`config.mk`:
```
export PLATFORM = sky130hd
export DESIGN_NAME = regfile_xcpt_stack
export DESIGN_NICKNAME = d
export VERILOG_FILES = /design/src/rtl/regfile_xcpt_stack.sv
export SDC_FILE = /design/constraint.sdc
export NUM_CORES = 2
export LEC_CHECK = 0
export BUFFER_PORTS_ARGS = -buffer_cell sky130_fd_sc_hd__buf_2
export CORE_MARGIN = 5
export CORE_UTILIZATION = 60
export CTS_CLUSTER_SIZE = 12
export DETAILED_ROUTE_END_ITERATION = 6
export GPL_TIMING_DRIVEN = 1
export PLACE_DENSITY = 0.78
export SYNTH_ARGS = -nofsm -noshare
export SYNTH_HDL_FRONTEND = slang
export SYNTH_SLANG_ARGS = --single-unit
```
`constraint.sdc`:
```
create_clock -name i_clock -period 4 [get_ports i_clock]
set_clock_uncertainty 0.15 [all_clocks]
set_input_delay 0.2 -clock i_clock [delete_from_list [all_inputs] [get_ports i_clock]]
set_output_delay 0.2 -clock i_clock [all_outputs]
set_load 0.01 [all_outputs]
```
`src/rtl/regfile_xcpt_stack.sv`:
```
// regfile_xcpt_stack: integer register file (NUM_RD read ports, one write port)
// plus a stack of exception-state entries {pc, addr, type, prev priv} and the
// current privilege mode.
// Optional feature macro: REGFILE_BYPASS_EN (same-cycle write-to-read forwarding).
module regfile_xcpt_stack #(
    parameter int unsigned DATA_W      = 32,
    parameter int unsigned NUM_REGS    = 32,
    parameter int unsigned ADDR_W      = $clog2(NUM_REGS),
    parameter int unsigned NUM_RD      = 2,
    parameter int unsigned XCPT_DEPTH  = 4,
    parameter int unsigned XCPT_TYPE_W = 3,
    parameter int unsigned DEPTH_W     = $clog2(XCPT_DEPTH + 1)
) (
    input  logic                     i_clock,
    input  logic                     i_reset,
    input  logic [NUM_RD*ADDR_W-1:0] i_rd_addr,
    output logic [NUM_RD*DATA_W-1:0] o_rd_data,
    input  logic                     i_wr_en,
    input  logic [ADDR_W-1:0]        i_wr_addr,
    input  logic [DATA_W-1:0]        i_wr_data,
    input  logic                     i_xcpt_valid,
    input  logic [XCPT_TYPE_W-1:0]   i_xcpt_type,
    input  logic [31:0]              i_xcpt_pc,
    input  logic [31:0]              i_xcpt_addr,
    input  logic                     i_iret_instr,
    output logic [31:0]              o_rm0_data,
    output logic [31:0]              o_rm1_data,
    output logic [XCPT_TYPE_W-1:0]   o_rm2_data,
    output logic                     o_priv_mode,
    output logic [DEPTH_W-1:0]       o_xcpt_depth,
    output logic                     o_xcpt_overflow
);

    // Storage is sized to the full address space so out-of-range reads see a
    // register that is never written (always 0).
    localparam int unsigned REG_SLOTS = 1 << ADDR_W;
    localparam int unsigned IDX_W     = (XCPT_DEPTH > 1) ? $clog2(XCPT_DEPTH) : 1;
    localparam int unsigned STK_SLOTS = 1 << IDX_W;

    logic [DATA_W-1:0]      r_regs     [REG_SLOTS];
    logic [31:0]            r_stk_pc   [STK_SLOTS];
    logic [31:0]            r_stk_addr [STK_SLOTS];
    logic [XCPT_TYPE_W-1:0] r_stk_type [STK_SLOTS];
    logic                   r_stk_priv [STK_SLOTS];
    logic [DEPTH_W-1:0]     r_depth;
    logic                   r_priv;
    logic                   r_overflow;

    logic                   w_wr_ok;
    logic                   w_full;
    logic                   w_empty;
    logic [IDX_W-1:0]       w_push_idx;
    logic [IDX_W-1:0]       w_top_idx;

    // Address range check only exists when NUM_REGS leaves holes in the space.
    generate
        if (NUM_REGS < REG_SLOTS) begin : g_range_chk
            assign w_wr_ok = ({1'b0, i_wr_addr} < (ADDR_W + 1)'(NUM_REGS));
        end else begin : g_no_range_chk
            assign w_wr_ok = 1'b1;
        end
    endgenerate

    assign w_full     = (r_depth == DEPTH_W'(XCPT_DEPTH));
    assign w_empty    = (r_depth == '0);
    // A push into a full stack overwrites the top entry.
    assign w_push_idx = w_full ? IDX_W'(XCPT_DEPTH - 1) : IDX_W'(r_depth);
    assign w_top_idx  = IDX_W'(r_depth - DEPTH_W'(1));

    // Register file write port.
    always_ff @(posedge i_clock) begin
        if (i_reset) begin
            for (int i = 0; i < int'(REG_SLOTS); i++) begin
                r_regs[i] <= '0;
            end
        end else if (i_wr_en && w_wr_ok) begin
            r_regs[i_wr_addr] <= i_wr_data;
        end
    end

    // Read ports, optionally forwarding the in-flight write.
    always_comb begin
        o_rd_data = '0;
        for (int i = 0; i < int'(NUM_RD); i++) begin
            o_rd_data[i*DATA_W +: DATA_W] = r_regs[i_rd_addr[i*ADDR_W +: ADDR_W]];
`ifdef REGFILE_BYPASS_EN
            if (i_wr_en && w_wr_ok && (i_wr_addr == i_rd_addr[i*ADDR_W +: ADDR_W])) begin
                o_rd_data[i*DATA_W +: DATA_W] = i_wr_data;
            end
`endif
        end
    end

    // Exception stack push/pop and privilege mode; push has priority over iret.
    always_ff @(posedge i_clock) begin
        if (i_reset) begin
            for (int i = 0; i < int'(STK_SLOTS); i++) begin
                r_stk_pc[i]   <= '0;
                r_stk_addr[i] <= '0;
                r_stk_type[i] <= '0;
                r_stk_priv[i] <= 1'b0;
            end
            r_depth    <= '0;
            r_priv     <= 1'b1;
            r_overflow <= 1'b0;
        end else if (i_xcpt_valid) begin
            r_stk_pc[w_push_idx]   <= i_xcpt_pc;
            r_stk_addr[w_push_idx] <= i_xcpt_addr;
            r_stk_type[w_push_idx] <= i_xcpt_type;
            r_stk_priv[w_push_idx] <= r_priv;
            r_priv                 <= 1'b1;
            if (w_full) begin
                r_overflow <= 1'b1;
            end else begin
                r_depth <= r_depth + DEPTH_W'(1);
            end
        end else if (i_iret_instr) begin
            if (w_empty) begin
                // iret with nothing saved drops to User mode (boot path).
                r_priv <= 1'b0;
            end else begin
                r_priv  <= r_stk_priv[w_top_idx];
                r_depth <= r_depth - DEPTH_W'(1);
            end
        end
    end

    // Top-of-stack view; all zero when the stack is empty.
    always_comb begin
        o_rm0_data = '0;
        o_rm1_data = '0;
        o_rm2_data = '0;
        if (!w_empty) begin
            o_rm0_data = r_stk_pc[w_top_idx];
            o_rm1_data = r_stk_addr[w_top_idx];
            o_rm2_data = r_stk_type[w_top_idx];
        end
    end

    assign o_priv_mode     = r_priv;
    assign o_xcpt_depth    = r_depth;
    assign o_xcpt_overflow = r_overflow;

endmodule

```
==> impl_table.tex <==
\begin{tabular}{lr}
\hline
Metric & Value \\
\hline
\multicolumn{2}{l}{\textbf{Clock tree}} \\
Clock latency on the worst-skew pair & approximately 760 ps \\
H-tree level count & 4 \\
CTS-repair resized insts & 0 \\
TritonCTS sink count & between 1,000 and 1,500 \\
CTS clk-pin slew, worst paths & 60 ps \\
Number of clock buffers inserted by TritonCTS & between 100 and 150 \\
TritonCTS clock tree & done \\
Root cell of the clock tree & sky130\_fd\_sc\_hd\_\_clkbuf\_16 \\
Maximum clock path buffer count & 3 \\
Number of buffers inserted by post-CTS setup repair & 0 \\
\multicolumn{2}{l}{\textbf{Setup path}} \\
Bufs and invs on worst path & 3 \\
Category of the worst setup path launch point & flop \\
CP Data Required Time & 3650 ps \\
Worst r2r src & o\_xcpt\_depth[0] \\
Kind of critical path & reg2out \\
Crit path launch & o\_xcpt\_depth[1] \\
Cell family with most CP delay & buffers and inverters \\
Cell type of the slowest stage on the worst timing path & sky130\_fd\_sc\_hd\_\_ha\_4 \\
Critical Path Sink Type & output port \\
CP max FO & 40 \\
Delay of the slowest cell on the worst path & 620 ps \\
Arrival time of the worst setup path & 3000 ps \\
Sequence of cells on the critical path & inv\_1 > ha\_4 > buf\_12 > mux4\_2 > nor2b\_1 > buf\_2 \\
\multicolumn{2}{l}{\textbf{Drt}} \\
First-pass detailed-route iteration total & 6 \\
Post-detailed-route via-to-cell ratio & 6.71 \\
Post-DRT Antenna Nets & 0 \\
Number of DRC violations after detailed-routing iteration 0 & around 7,300 \\
Number of vias after detailed routing & 48,800 \\
DRT Wirelength & between 200,000 and 250,000 um \\
Routed len/inst & 30.2 um \\
DRC violations left & 0 \\
\multicolumn{2}{l}{\textbf{GRT}} \\
Met3 routing resource usage after global routing & approximately 10\% \\
Gr ovfl total & 0 \\
GR peak layer & met2 \\
First-pass GRT wire length & 315,000 um \\
Global-route usage over all layers & 35.4\% \\
Met2 Usage GRT & a little over half \\
Via count of the first global-routing pass & 47,800 \\
Antenna violations before repair & 18 \\
Met1 usage in global routing & 47.4\% \\
Pin count of the biggest net entering global routing & 73 \\
\multicolumn{2}{l}{\textbf{Logic synthesis}} \\
Most instantiated library cell after synthesis & sky130\_fd\_sc\_hd\_\_edfxtp\_1 \\
Number of unique standard cell types used by synthesis & 36 \\
Synthesized netlist net count & 5,605 \\
Post-synth EDFFs & 1,296 \\
Ys Warns & 0 \\
Biggest area contributors in the synthesized netlist & sky130\_fd\_sc\_hd\_\_edfxtp\_1 (57\%), sky130\_fd\_sc\_hd\_\_mux2i\_1 (15\%), sky130\_fd\_sc\_hd\_\_and2\_1 (9.5\%), sky130\_fd\_sc\_hd\_\_mux4\_2 (2.3\%), sky130\_fd\_sc\_hd\_\_a22oi\_1 (2.1\%) \\
Top cells by count, synth & sky130\_fd\_sc\_hd\_\_edfxtp\_1 (1,296), sky130\_fd\_sc\_hd\_\_and2\_1 (1,026), sky130\_fd\_sc\_hd\_\_mux2i\_1 (1,024), sky130\_fd\_sc\_hd\_\_clkbuf\_1 (280), sky130\_fd\_sc\_hd\_\_nand2\_1 (270) \\
Proportion of register bits with asynchronous set or reset after synthesis & 0\% \\
Gate count of the mapped netlist & 5,483 \\
Seq/Total Area, Yosys & a little under three fifths \\
Synth area leader & sky130\_fd\_sc\_hd\_\_edfxtp\_1 \\
Dominant synthesized flop cell & sky130\_fd\_sc\_hd\_\_edfxtp\_1 \\
Mean Syn Cell Area & 12.4 um\^{}2 \\
Netlist area before placement & between 0.06 and 0.07 mm\^{}2 \\
Synth top area share & 57.3\% \\
Flip-flop and latch count after synthesis & roughly 1,300 \\
\multicolumn{2}{l}{\textbf{Die}} \\
Number of top-level design ports & 255 \\
X dimension of the die & 346 um \\
Core Footprint & between 0.1 and 0.15 mm\^{}2 \\
Row count & 123 \\
Initial Util & between 60\% and 70\% \\
Y dimension of the die & 346 um \\
Die area & roughly 0.12 mm\^{}2 \\
\multicolumn{2}{l}{\textbf{STA}} \\
Unrepaired setup endpoints after global routing & false \\
Transition time at the pin with the least slew margin & 1140 ps \\
Min Clock Period, post-route & 3350 ps \\
Final worst path period share & 83.7\% \\
Final hold violation count & 0 \\
Fmax & 299 MHz \\
Least setup slack across all paths after layout & 652 ps \\
Final Max Tran Viols & 0 \\
Final sum of negative setup slack & 0 ps \\
Max-slew headroom & 23.8\% \\
Number of setup violations in the final report & 0 \\
\multicolumn{2}{l}{\textbf{Power and ir drop}} \\
Ratio of total power to cell area & 463 mW/mm\^{}2 \\
Leakage & 30.1 nW \\
VDD IR-drop max & approximately 450 uV \\
Cell internal pwr & 25.2 mW \\
Power share of the clock group & 33.8\% \\
Pwr Total & 35.3 mW \\
Net Sw Frac & 28.4\% \\
Portion of total power attributed to combinational logic & 19.5\% \\
Net switching component of the power & 10.0 mW \\
Sequential cell fraction of total power & 46.7\% \\
\multicolumn{2}{l}{\textbf{Layout}} \\
Fraction of final layout cells with drive strength greater than 1 & 13.3\% \\
Reg area & around 0.039 mm\^{}2 \\
Number of non-filler instances in the completed layout & 7,271 \\
Number of fill cells in the layout & approximately 7,800 \\
Number of nets at the end of the flow & 5,783 \\
Multi-input logic area & 0.0266 mm\^{}2 \\
Area added between synthesis and finish & 12.2\% \\
\multicolumn{2}{l}{\textbf{Place}} \\
HPWL after detailed placement & between 100,000 and 150,000 um \\
Worst slack at placement & around 1200 ps \\
DP Cell Count & 6,916 \\
Count of input and output buffers & roughly 250 \\
Global placement routability congestion & slightly below 0.9 \\
\multicolumn{2}{l}{\textbf{Run status}} \\
Run status & completed \\
\multicolumn{2}{l}{\textbf{Hold path}} \\
HP Class & in2reg \\
Startpoint of the worst hold path & i\_xcpt\_addr[23] \\
\multicolumn{2}{l}{\textbf{Flow run}} \\
\# Max-Cap Violations & 0 \\
\hline
\end{tabular}
-- repair_timing --
| action | 4_1_cts | 5_1_grt |
|---|---|---|
| endpoints found under the setup margin | 0 | 0 |
| hold endpoints to repair | 1297 | 0 |
| hold buffers | 104 | 0 |
-- flip-flops by register name (all words and copies together), names as in the netlist --
signal and cells:
o_xcpt_depth 3, r_stk_priv 4, r_stk_addr 128, r_regs 1024
o_xcpt_overflow 1, r_stk_type 12, o_priv_mode 1, r_stk_pc 128
-- kinds of logic (layout without fill, tap and decap cells) --
kind of cell,after synthesis,count (layout),synth area share [%]
xor gates and xnor gates,4,4,0.0516
adders and majority gates,3,3,0.0553
and+or+nand+nor,1928,1928,15.5
muxes,1093,1093,17.4
buffers and inverters,572,847,3.77
AOI/OAI and AO/OA,582,582,5.83
other,0,13,0
DFF,1301,1301,57.4
-- layer usage --
layer  wire length, um  up-vias
met5                25        -
met4             12500        4
met3             29600      749
met2             97200     3862
met1             80200    23900
li1                  -    20300
-- final cells by class --
cell class / instances / share of cell area [%]
Sequential cell: 1301 / 51.2
Multi-Input combinational cell: 3610 / 35.0
Timing Repair Buffer: 539 / 5.60
Clock buffer: 181 / 4.84
Tap cell: 1500 / 2.46
Clock inverter: 57 / 0.496
Inverter: 70 / 0.345
Antenna cell: 13 / 0.0427
-- worst reg2reg max path: stages, from the launching register on --
cell,delay [ps]
sky130_fd_sc_hd__dfxtp_4,350
sky130_fd_sc_hd__buf_4,630
sky130_fd_sc_hd__mux4_2,680
sky130_fd_sc_hd__nand2b_1,90
sky130_fd_sc_hd__a21oi_1,60
sky130_fd_sc_hd__or3_1,290
sky130_fd_sc_hd__dlygate4sd3_1,550
-- path summary, 6_finish.rpt --
| check | endpoint | slack, ps | cells past startpoint |
|---|---|---|---|
| worst max-delay path | o_rm0_data[14] | 650 | 6 |
| worst min-delay path | r_stk_addr[3][23] | 150 | 4 |
| worst max register to register | o_priv_mode | 1100 | 6 |
| worst min register to register | o_xcpt_overflow | 370 | 2 |
-- power by group through the flow --
stage          sequential, mW  clock, mW  combinational, mW
3_5_place_dp             16.7          0               6.65
4_1_cts                  16.4       11.9               6.78
6_report                 16.5       11.9               6.86
3_3_place_gp             16.6          0               6.61
2_1_floorplan            16.6          0               4.26
5_1_grt                  16.5       12.5               7.19
-- cells in the final DEF, fill, tap and decap left out, types with 14 or more instances in the layout --
cell type,instances
sky130_fd_sc_hd__clkbuf_16,140
sky130_fd_sc_hd__nand2_1,266
sky130_fd_sc_hd__a31oi_1,65
sky130_fd_sc_hd__buf_12,46
sky130_fd_sc_hd__nand3_1,193
sky130_fd_sc_hd__mux2i_1,1024
sky130_fd_sc_hd__nor2b_1,67
sky130_fd_sc_hd__mux4_2,68
sky130_fd_sc_hd__clkbuf_1,38
sky130_fd_sc_hd__nor2_1,215
sky130_fd_sc_hd__buf_2,252
sky130_fd_sc_hd__inv_1,70
sky130_fd_sc_hd__or2_2,34
sky130_fd_sc_hd__dlygate4sd3_1,104
sky130_fd_sc_hd__nor3_1,64
sky130_fd_sc_hd__a21oi_1,195
sky130_fd_sc_hd__a22o_1,128
sky130_fd_sc_hd__edfxtp_1,1296
sky130_fd_sc_hd__buf_4,135
sky130_fd_sc_hd__nor2_4,34
sky130_fd_sc_hd__clkinv_1,28
sky130_fd_sc_hd__and2_1,1024
sky130_fd_sc_hd__clkinv_2,14
sky130_fd_sc_hd__a22oi_1,192
-- per-stage QoR --
step / instance area, um^2 / hold slack [ps] / util [%]
5_1_grt: 76100 / 160 / 67.7
3_5_place_dp: 71000 / 350 / 63.1
3_3_place_gp: 71000 / 319 / 63.1
2_1_floorplan: 67900 / 152 / -
6_report: 76200 / 153 / 67.7
4_1_cts: 76100 / 99.3 / 67.7
Power figures use the tool's default switching activity.
